<file path="src/rtl/rf68000_nic_arb.sv">
// Round-robin arbiter sharing one NIC slave port among NREQ local bus masters.
// The grant is held for a whole bus cycle. An idle gap separates owners. A watchdog aborts stalled cycles.
module rf68000_nic_arb #(
  parameter int NREQ = 4,
  parameter int TMO  = 1023
) (
  input  logic                 clk_i,
  input  logic                 rst_i,
  input  logic [NREQ-1:0]      r_cyc_i,
  input  logic [NREQ-1:0]      r_stb_i,
  input  logic [NREQ-1:0]      r_we_i,
  input  logic [NREQ*3-1:0]    r_cti_i,
  input  logic [NREQ*4-1:0]    r_sel_i,
  input  logic [NREQ*32-1:0]   r_adr_i,
  input  logic [NREQ*32-1:0]   r_dat_i,
  output logic [NREQ-1:0]      r_ack_o,
  output logic [NREQ-1:0]      r_rty_o,
  output logic [NREQ-1:0]      r_err_o,
  output logic [31:0]          r_dat_o,
  output logic                 s_cyc_o,
  output logic                 s_stb_o,
  output logic                 s_we_o,
  output logic [2:0]           s_cti_o,
  output logic [3:0]           s_sel_o,
  output logic [31:0]          s_adr_o,
  output logic [31:0]          s_dat_o,
  input  logic                 s_ack_i,
  input  logic                 s_rty_i,
  input  logic [31:0]          s_dat_i,
  output logic [NREQ-1:0]      gnt_o,
  output logic                 busy_o
);

  localparam int PW  = (NREQ > 1) ? $clog2(NREQ) : 1;
  localparam int PW1 = PW + 1;
  localparam int TW  = $clog2(TMO + 1);

  typedef enum logic [1:0] {
    ST_IDLE = 2'd0,
    ST_BUSY = 2'd1,
    ST_ERR  = 2'd2,
    ST_GAP  = 2'd3
  } state_t;

  state_t          state;
  state_t          state_n;
  logic [NREQ-1:0] gnt_n;
  logic [PW-1:0]   ptr;
  logic [PW-1:0]   ptr_n;
  logic [TW-1:0]   timer;
  logic [TW-1:0]   timer_n;
  logic [PW-1:0]   own;
  logic [PW-1:0]   own_next;
  logic [PW-1:0]   pick;
  logic            pick_ok;
  logic [NREQ-1:0] req;
  logic [PW1-1:0]  cand;

  logic [2:0]  cti_a [NREQ];
  logic [3:0]  sel_a [NREQ];
  logic [31:0] adr_a [NREQ];
  logic [31:0] dat_a [NREQ];

  for (genvar g = 0; g < NREQ; g++) begin : g_unpack
    assign cti_a[g] = r_cti_i[g*3 +: 3];
    assign sel_a[g] = r_sel_i[g*4 +: 4];
    assign adr_a[g] = r_adr_i[g*32 +: 32];
    assign dat_a[g] = r_dat_i[g*32 +: 32];
  end

  assign req      = r_cyc_i & r_stb_i;
  assign own_next = (own == PW'(NREQ - 1)) ? '0 : own + PW'(1);
  assign busy_o   = (state != ST_IDLE);

  // Binary index of the current one-hot grant.
  always_comb begin
    own = '0;
    for (int i = 0; i < NREQ; i++) begin
      own = gnt_o[i] ? PW'(i) : own;
    end
  end

  // Scan farthest-to-nearest from ptr so the closest requester at or after ptr wins.
  always_comb begin
    pick    = '0;
    cand    = '0;
    pick_ok = |req;
    for (int i = NREQ - 1; i >= 0; i--) begin
      cand = {1'b0, ptr} + PW1'(i);
      cand = (cand >= PW1'(NREQ)) ? cand - PW1'(NREQ) : cand;
      pick = req[cand[PW-1:0]] ? cand[PW-1:0] : pick;
    end
  end

  // State, grant, pointer and watchdog registers.
  always_ff @(posedge clk_i) begin
    if (rst_i) begin
      state <= ST_IDLE;
      gnt_o <= '0;
      ptr   <= '0;
      timer <= '0;
    end else begin
      state <= state_n;
      gnt_o <= gnt_n;
      ptr   <= ptr_n;
      timer <= timer_n;
    end
  end

  // Next-state logic; a NIC response in the timeout clock beats the watchdog.
  always_comb begin
    state_n = state;
    gnt_n   = gnt_o;
    ptr_n   = ptr;
    timer_n = timer;
    case (state)
      ST_IDLE: begin
        if (pick_ok) begin
          gnt_n       = '0;
          gnt_n[pick] = 1'b1;
          timer_n     = '0;
          state_n     = ST_BUSY;
        end else begin
          gnt_n = '0;
        end
      end
      ST_BUSY: begin
        if (!r_cyc_i[own]) begin
          ptr_n   = own_next;
          gnt_n   = '0;
          timer_n = '0;
          state_n = ST_GAP;
        end else if (s_ack_i || s_rty_i) begin
          timer_n = '0;
        end else if (timer == TW'(TMO)) begin
          state_n = ST_ERR;
        end else begin
          timer_n = timer + TW'(1);
        end
      end
      ST_ERR: begin
        if (!r_cyc_i[own]) begin
          ptr_n   = own_next;
          gnt_n   = '0;
          timer_n = '0;
          state_n = ST_GAP;
        end else begin
          state_n = ST_ERR;
        end
      end
      ST_GAP: begin
        state_n = ST_IDLE;
      end
      default: begin
        state_n = ST_IDLE;
        gnt_n   = '0;
      end
    endcase
  end

  // NIC-side mux and owner-only response routing; everything is zero unless a cycle is live.
  always_comb begin
    s_cyc_o = 1'b0;
    s_stb_o = 1'b0;
    s_we_o  = 1'b0;
    s_cti_o = 3'b000;
    s_sel_o = 4'h0;
    s_adr_o = 32'h0;
    s_dat_o = 32'h0;
    r_ack_o = '0;
    r_rty_o = '0;
    r_err_o = '0;
    r_dat_o = 32'h0;
    case (state)
      ST_BUSY: begin
        s_cyc_o      = r_cyc_i[own];
        s_stb_o      = r_stb_i[own];
        s_we_o       = r_we_i[own];
        s_cti_o      = cti_a[own];
        s_sel_o      = sel_a[own];
        s_adr_o      = adr_a[own];
        s_dat_o      = dat_a[own];
        r_ack_o[own] = s_ack_i;
        r_rty_o[own] = s_rty_i;
        r_dat_o      = s_dat_i;
      end
      ST_ERR: begin
        r_err_o[own] = r_cyc_i[own];
      end
      default: begin
        r_dat_o = 32'h0;
      end
    endcase
  end

endmodule

</file>
<file path="config.mk">
export PLATFORM = sky130hd
export DESIGN_NAME = rf68000_nic_arb
export DESIGN_NICKNAME = d
export VERILOG_FILES = /design/src/rtl/rf68000_nic_arb.sv
export SDC_FILE = /design/constraint.sdc
export NUM_CORES = 1
export LEC_CHECK = 0
export CORE_AREA = 2 2 177 179
export DETAILED_ROUTE_END_ITERATION = 12
export DIE_AREA = 0 0 179 181
export HOLD_SLACK_MARGIN = 0.12
export PLACE_DENSITY = 0.54
export SYNTH_ARGS = -nofsm -noshare
export SYNTH_HDL_FRONTEND = slang
export SYNTH_SLANG_ARGS = --single-unit
</file>
<file path="constraint.sdc">
create_clock -name clk_i -period 2.2 [get_ports clk_i]
set_input_delay 0.44 -clock clk_i [delete_from_list [all_inputs] [get_ports clk_i]]
set_output_delay 0.44 -clock clk_i [all_outputs]
set_load 0.01 [all_outputs]
</file>
Word-level counts from Yosys, hierarchy flattened. Index checks and enable logic that the tools add are counted. W data, S select, Z words.

Register bits after elaboration: 18. Input bits: 332.

Add/sub/neg operators: 9. Magnitude comparators: 13. Eq/ne operators: 11. Muxes and demuxes: 68. Bitwise operators: 6. Reduce and logical (&&, ||, !) cells: 13.

Operators with widths (count): $mux W32 (7); $bmux W32 S2 (2); $mux W10 (5); $mux W4 (8); $mux W2 (15); $pmux W10 S3 (1); $lt A2 B3 Y1 const B (6); $and A4 B4 Y4 (4); $bmux W1 S2 (7); $mux W1 (14); $ge A3 B3 Y1 const B (4); $add A10 B1 Y10 const B (1); $eq A10 B10 Y1 const B (1); $mux W3 (3); $bmux W4 S2 (1); $pmux W2 S4 (1); $pmux W4 S2 (1); $sub A2 B1 Y2 const B (4); $add A2 B2 Y3 const B (2); $bmux W3 S2 (1); $eq A2 B2 Y1 const B (3); $ne A2 B2 Y1 const B (3); $ne A3 B3 Y1 const B (2); $demux W1 S2 (2); other kinds (18) (22).

Longest topological paths before layout.
Word-level depth: 15. Mapped depth: 9. Gate-level depth less buffers: 7.

Worst setup path before layout. Ideal clock, no wire load.

Kind: register to output. Start point: register gnt_o[2]. End point: output r_ack_o[1]. Data arrival time: 1773 ps. Required time: 1760 ps. Path slack: -13 ps. Stages on the path, launching flop included: 8. Path buffers: 2. Path through: dfxtp_1 > buf_2 > clkbuf_1 > inv_1 > a21oi_1 > inv_1 > ha_1 > and3_1.

Longest elaborated chain between the ends: 8. Elaborated cells between the ends (all ways): 9. Those cells by class: 2 x order compare; 5 x mux; 1 x bitwise; 1 x reduce/logical.

Ends and longest elaborated chain: start: declaration (line 30) `output logic [NREQ-1:0] gnt_o,`; start signal: assignment (line 104) `gnt_o <= gnt_n;`; $mux W2 (*) (2 in a row) (line 79) `own = gnt_o[i] ? PW'(i) : own;`; $lt A2 B3 Y1 (not written as such) or $ge A2 B1 Y1 (tied branches) (line 183) `r_ack_o[own] = s_ack_i;`; $logic_and A1 B1 Y1 (not written as such) (line 183); $mux W1 (not written as such) (line 183); $demux W1 S2 (*) (line 183); $and A4 B4 Y4 (no source line) (*); $mux W4 (*) (line 174) `case (state)`; end: declaration (line 16) `output logic [NREQ-1:0] r_ack_o,`.

Every way passes the cells marked *; elsewhere a longest branch is shown, timed or not.

Final worst setup path.
Start point: register gnt_o[1]. End point: output r_err_o[0].

Longest elaborated chain between the ends: 9. Elaborated cells between the ends (all ways): 12. Those cells by class: 2 x order compare; 8 x mux; 1 x bitwise; 1 x reduce/logical.

Ends and longest elaborated chain: $mux W1 (*) (line 79); $mux W2 (*) (2 in a row) (line 79); $lt A2 B3 Y1 (not written as such) or $ge A2 B1 Y1 (tied branches) (line 188) `r_err_o[own] = r_cyc_i[own];`; $logic_and A1 B1 Y1 (not written as such) (line 188); $mux W1 (not written as such) (line 188); $demux W1 S2 (line 188); $and A4 B4 Y4 (no source line) (*); $mux W4 (*) (line 174); end: declaration (line 18) `output logic [NREQ-1:0] r_err_o,`.

Every way passes the cells marked *; elsewhere a longest branch is shown, timed or not. The select of a mux whose other input is x is not followed.

==> results.py <==
metrics = {
    "run_status": {
        "outcome": "finished with violations",
        "violations": "negative setup slack",
    },
    "flow_run": {
        "maxCapViolations": 0,
    },
    "cells_and_area": {
        "stdcell_area_um2": 10000,
        "utilization": 0.331,
        "n_antenna_cell": 0,
        "final_net_count": 1457,
        "final_cells": 1511,
        "drive_above_1_share": 0.213,
        "area_growth_pct": 147,
        "final_common_cell": "clkdlybuf4s50_1",
        "final_cell_mix": "clkdlybuf4s50_1, mux2i_1, nand2_1",
    },
    "critical_path": {
        "reg2reg_slack_ns": -0.01,
        "crit_type": "flop to output port",
        "cp_num_buf_inv": 4,
        "critPathMostFrequentCell": "buf_4",
        "reg2reg_from": "gnt_o[1]$_SDFFE_PP0P_",
        "crit_family": "buffers and inverters",
        "worstReg2RegEnd": "gnt_o[3]$_SDFFE_PP0P_",
        "crit_slowest_cell": "dfxtp_4",
        "critical_path_arrival_ns": 1.90,
        "max_stage_delay_ns": 0.35,
        "critPathLaunchType": "flop",
        "required_ns": 1.76,
        "end_kind": "output port",
        "path_max_fanout": 3,
        "rr_worst_depth": 10,
        "crit_chain": "buf_4, buf_6, mux2_4, o211ai_2, nand2_2, buf_4, and3_1, buf_2",
    },
    "route": {
        "wl_met3_um": 1960,
        "vias": 6245,
        "wl_met1_um": 11100,
        "dr.pass1.iters": 4,
        "final_antenna_net_count": 0,
        "route.detailed.drc": 0,
        "met2_length_um": 13300,
        "avgViaCountPerCell": 4.13,
        "drt_iter0_drc": 208,
        "top_layer_used": "met4",
        "wire_per_inst_um": 17.8,
        "wirelength_um": 26800,
    },
    "logic_synthesis": {
        "netlist_area_um2": 4060,
        "ys.warnings.count": 0,
        "synth_xor_area_frac": 0.00216,
        "avgSynthCellArea_um2": 6.76,
        "synthAdderAreaFrac": 0.0277,
        "syn_nets": 942,
        "async_reset_ff_frac": 0,
        "synthMuxAreaShare": 0.371,
        "synth_compound_area_frac": 0.172,
        "synth_top_family_by_area": "multiplexers",
        "synth_edf_count": 0,
        "synth.ff_latch_count": 18,
        "synth_cell_type_count": 48,
        "synthCells": 601,
        "yosys_most_used_dff": "dfxtp_1",
        "yosysSeqAreaShare": 0.0887,
        "synth-simple-area-share": 0.275,
    },
    "global_routing": {
        "grt_use_total": 0.147,
        "antenna_found_initial": 0,
        "grt_pass1_vias": 6184,
        "grt_overflow": 0,
        "grt_pass1_wl_um": 36800,
        "grt_start_max_net_pins": 66,
    },
    "floorplan": {
        "io_pins": 455,
        "core-area_um2": 30300,
        "die-area_um2": 32400,
        "fp.dieW_um": 179,
        "die_h_um": 181,
        "start_util": 0.134,
        "fp-row-count": 64,
    },
    "clock_tree": {
        "htreeDepth": 1,
        "clk_latency_ns": 0.25,
        "clock_sinks": 18,
        "clockBufferDepth": 2,
        "cts_buffers": 3,
        "clk_pin_slew_ns": 0.05,
        "root_buffer": "clkbuf_16",
        "cts_tree": "done",
        "hold_buffers": 0,
    },
    "hold_path": {
        "hold_path_end": "gnt_o[0]$_SDFFE_PP0P_",
        "hp-start": "gnt_o[0]$_SDFFE_PP0P_",
        "holdPathStages": 1,
        "hp-class": "flop to flop",
    },
    "timing": {
        "tightestPinTransition_ns": 0.428,
        "finalSetupViolations": 21,
        "skew_ns": 0.00339,
        "fin_crit_ns": 2.34,
        "drv_slew": 0,
        "slew_headroom": 0.714,
        "period_share": 1.07,
        "layout_setup_ws_ns": -0.145,
        "fin_tns_setup_ns": -1.15,
        "clock.fmax_mhz": 427,
        "hold_viol": 0,
        "grt_setup_unrepaired": "yes",
    },
    "pwr": {
        "clkPwrFrac": 0.067,
        "power_frac_seq": 0.073,
        "power.internal_mw": 3.39,
        "ir_worst_vdd_mv": 0.288,
        "switching_share": 0.440,
        "leakage_nw": 4.39,
        "switchingPower_mw": 2.66,
        "powerDensity_nw_per_um2": 602,
        "comb_power_share": 0.860,
    },
    "place": {
        "io_buffers": 454,
        "dp_cells": 1473,
        "place_area_um2": 9570,
        "dp_hpwl_um": 21400,
        "place.gp.congestion": 0.873,
    },
}
-- synthesized netlist by cell type, types with 2 or more instances --
cell | count | area share
buf_6 | 2 | 0.0055
buf_2 | 14 | 0.017
nand2b_1 | 4 | 0.0062
o2bb2ai_1 | 2 | 0.0043
nand3_1 | 7 | 0.0086
ha_1 | 9 | 0.028
nor3_1 | 3 | 0.0037
buf_1 | 6 | 0.0055
dfxtp_1 | 18 | 0.089
o41ai_1 | 2 | 0.0043
clkbuf_1 | 26 | 0.024
or3_1 | 6 | 0.0092
nand2_1 | 83 | 0.077
o21ai_0 | 87 | 0.11
and2_1 | 35 | 0.054
mux2i_1 | 149 | 0.37
a22o_1 | 2 | 0.0043
and3_1 | 14 | 0.022
nor2_1 | 80 | 0.074
o21a_1 | 2 | 0.0037
inv_1 | 11 | 0.010
o22ai_1 | 2 | 0.0031
a21oi_1 | 12 | 0.015
-- repair_timing --
action,CTS,global route
setup endpoints to repair,120,75
resized for setup,384,94
setup buffers,21,15
pin swaps,13,32
gates cloned,6,2
-- per-layer routing --
metal,vias up,track usage
met1,2831,0.183
met2,255,0.268
met5,-,0
met3,25,0.0210
met4,0,0.0273
li1,3134,-
-- stage by stage --
step | hold slack (ns) | total power, mW | setup slack, ns
after floorplan | 0.454 | 2.65 | 0.0785
after global placement | 0.472 | 5.50 | -0.537
after detailed placement | 0.474 | 5.51 | -0.489
after CTS | 0.489 | 6.02 | -0.141
after global routing | 0.508 | 6.50 | -0.185
final | 0.482 | 6.05 | -0.145
-- final cells by class --
class | count | area (um2)
multi-input cells | 523 | 3660
flip-flops and latches | 18 | 370
repair buffers | 559 | 5370
clock buffers | 4 | 88.8
fillers | 3240 | 20300
inverters | 11 | 43.8
well taps | 396 | 495
-- worst reg2reg max path: stages (launching register included) --
cell	delay [ns]
dfxtp_4	0.35
buf_4	0.14
buf_6	0.12
mux2_4	0.31
o211ai_2	0.19
buf_4	0.14
buf_4	0.10
buf_4	0.10
nand3_1	0.14
and3b_1	0.26
a22o_1	0.24
-- worst max-delay path by stage --
stage | start | end | cells past startpoint
final | gnt_o[1]$_SDFFE_PP0P_ | r_err_o[0] | 8
after detailed placement | r_cyc_i[0] | r_err_o[3] | 6
after global placement | r_cyc_i[0] | r_err_o[3] | 6
after global routing | gnt_o[1]$_SDFFE_PP0P_ | s_adr_o[26] | 10
after floorplan | gnt_o[2]$_SDFFE_PP0P_ | r_ack_o[1] | 7
after CTS | gnt_o[1]$_SDFFE_PP0P_ | s_dat_o[25] | 9
-- state kept, by name, indices dropped and copies added (netlist names) --
register,flops
timer,10
state,2
gnt_o,4
ptr,2
-- cells by family after synthesis --
family | Yosys count
XOR/XNOR | 1
adder cells (fa/ha/maj) | 9
AO/OA/AOI/OAI | 120
AND/OR/NAND/NOR | 243
flip-flops | 18
multiplexers | 150
buffers and inverters | 60
-- power groups by stage --
stage               Sequential (mW)  Clock [mW]  Combinational [mW]
floorplan                     0.426           0                2.22
global placement              0.444           0                5.06
detailed placement            0.446           0                5.07
CTS                           0.439       0.423                5.15
global route                  0.446       0.435                5.62
finish                        0.438       0.407                5.20
(Power assumes the default switching activity.)
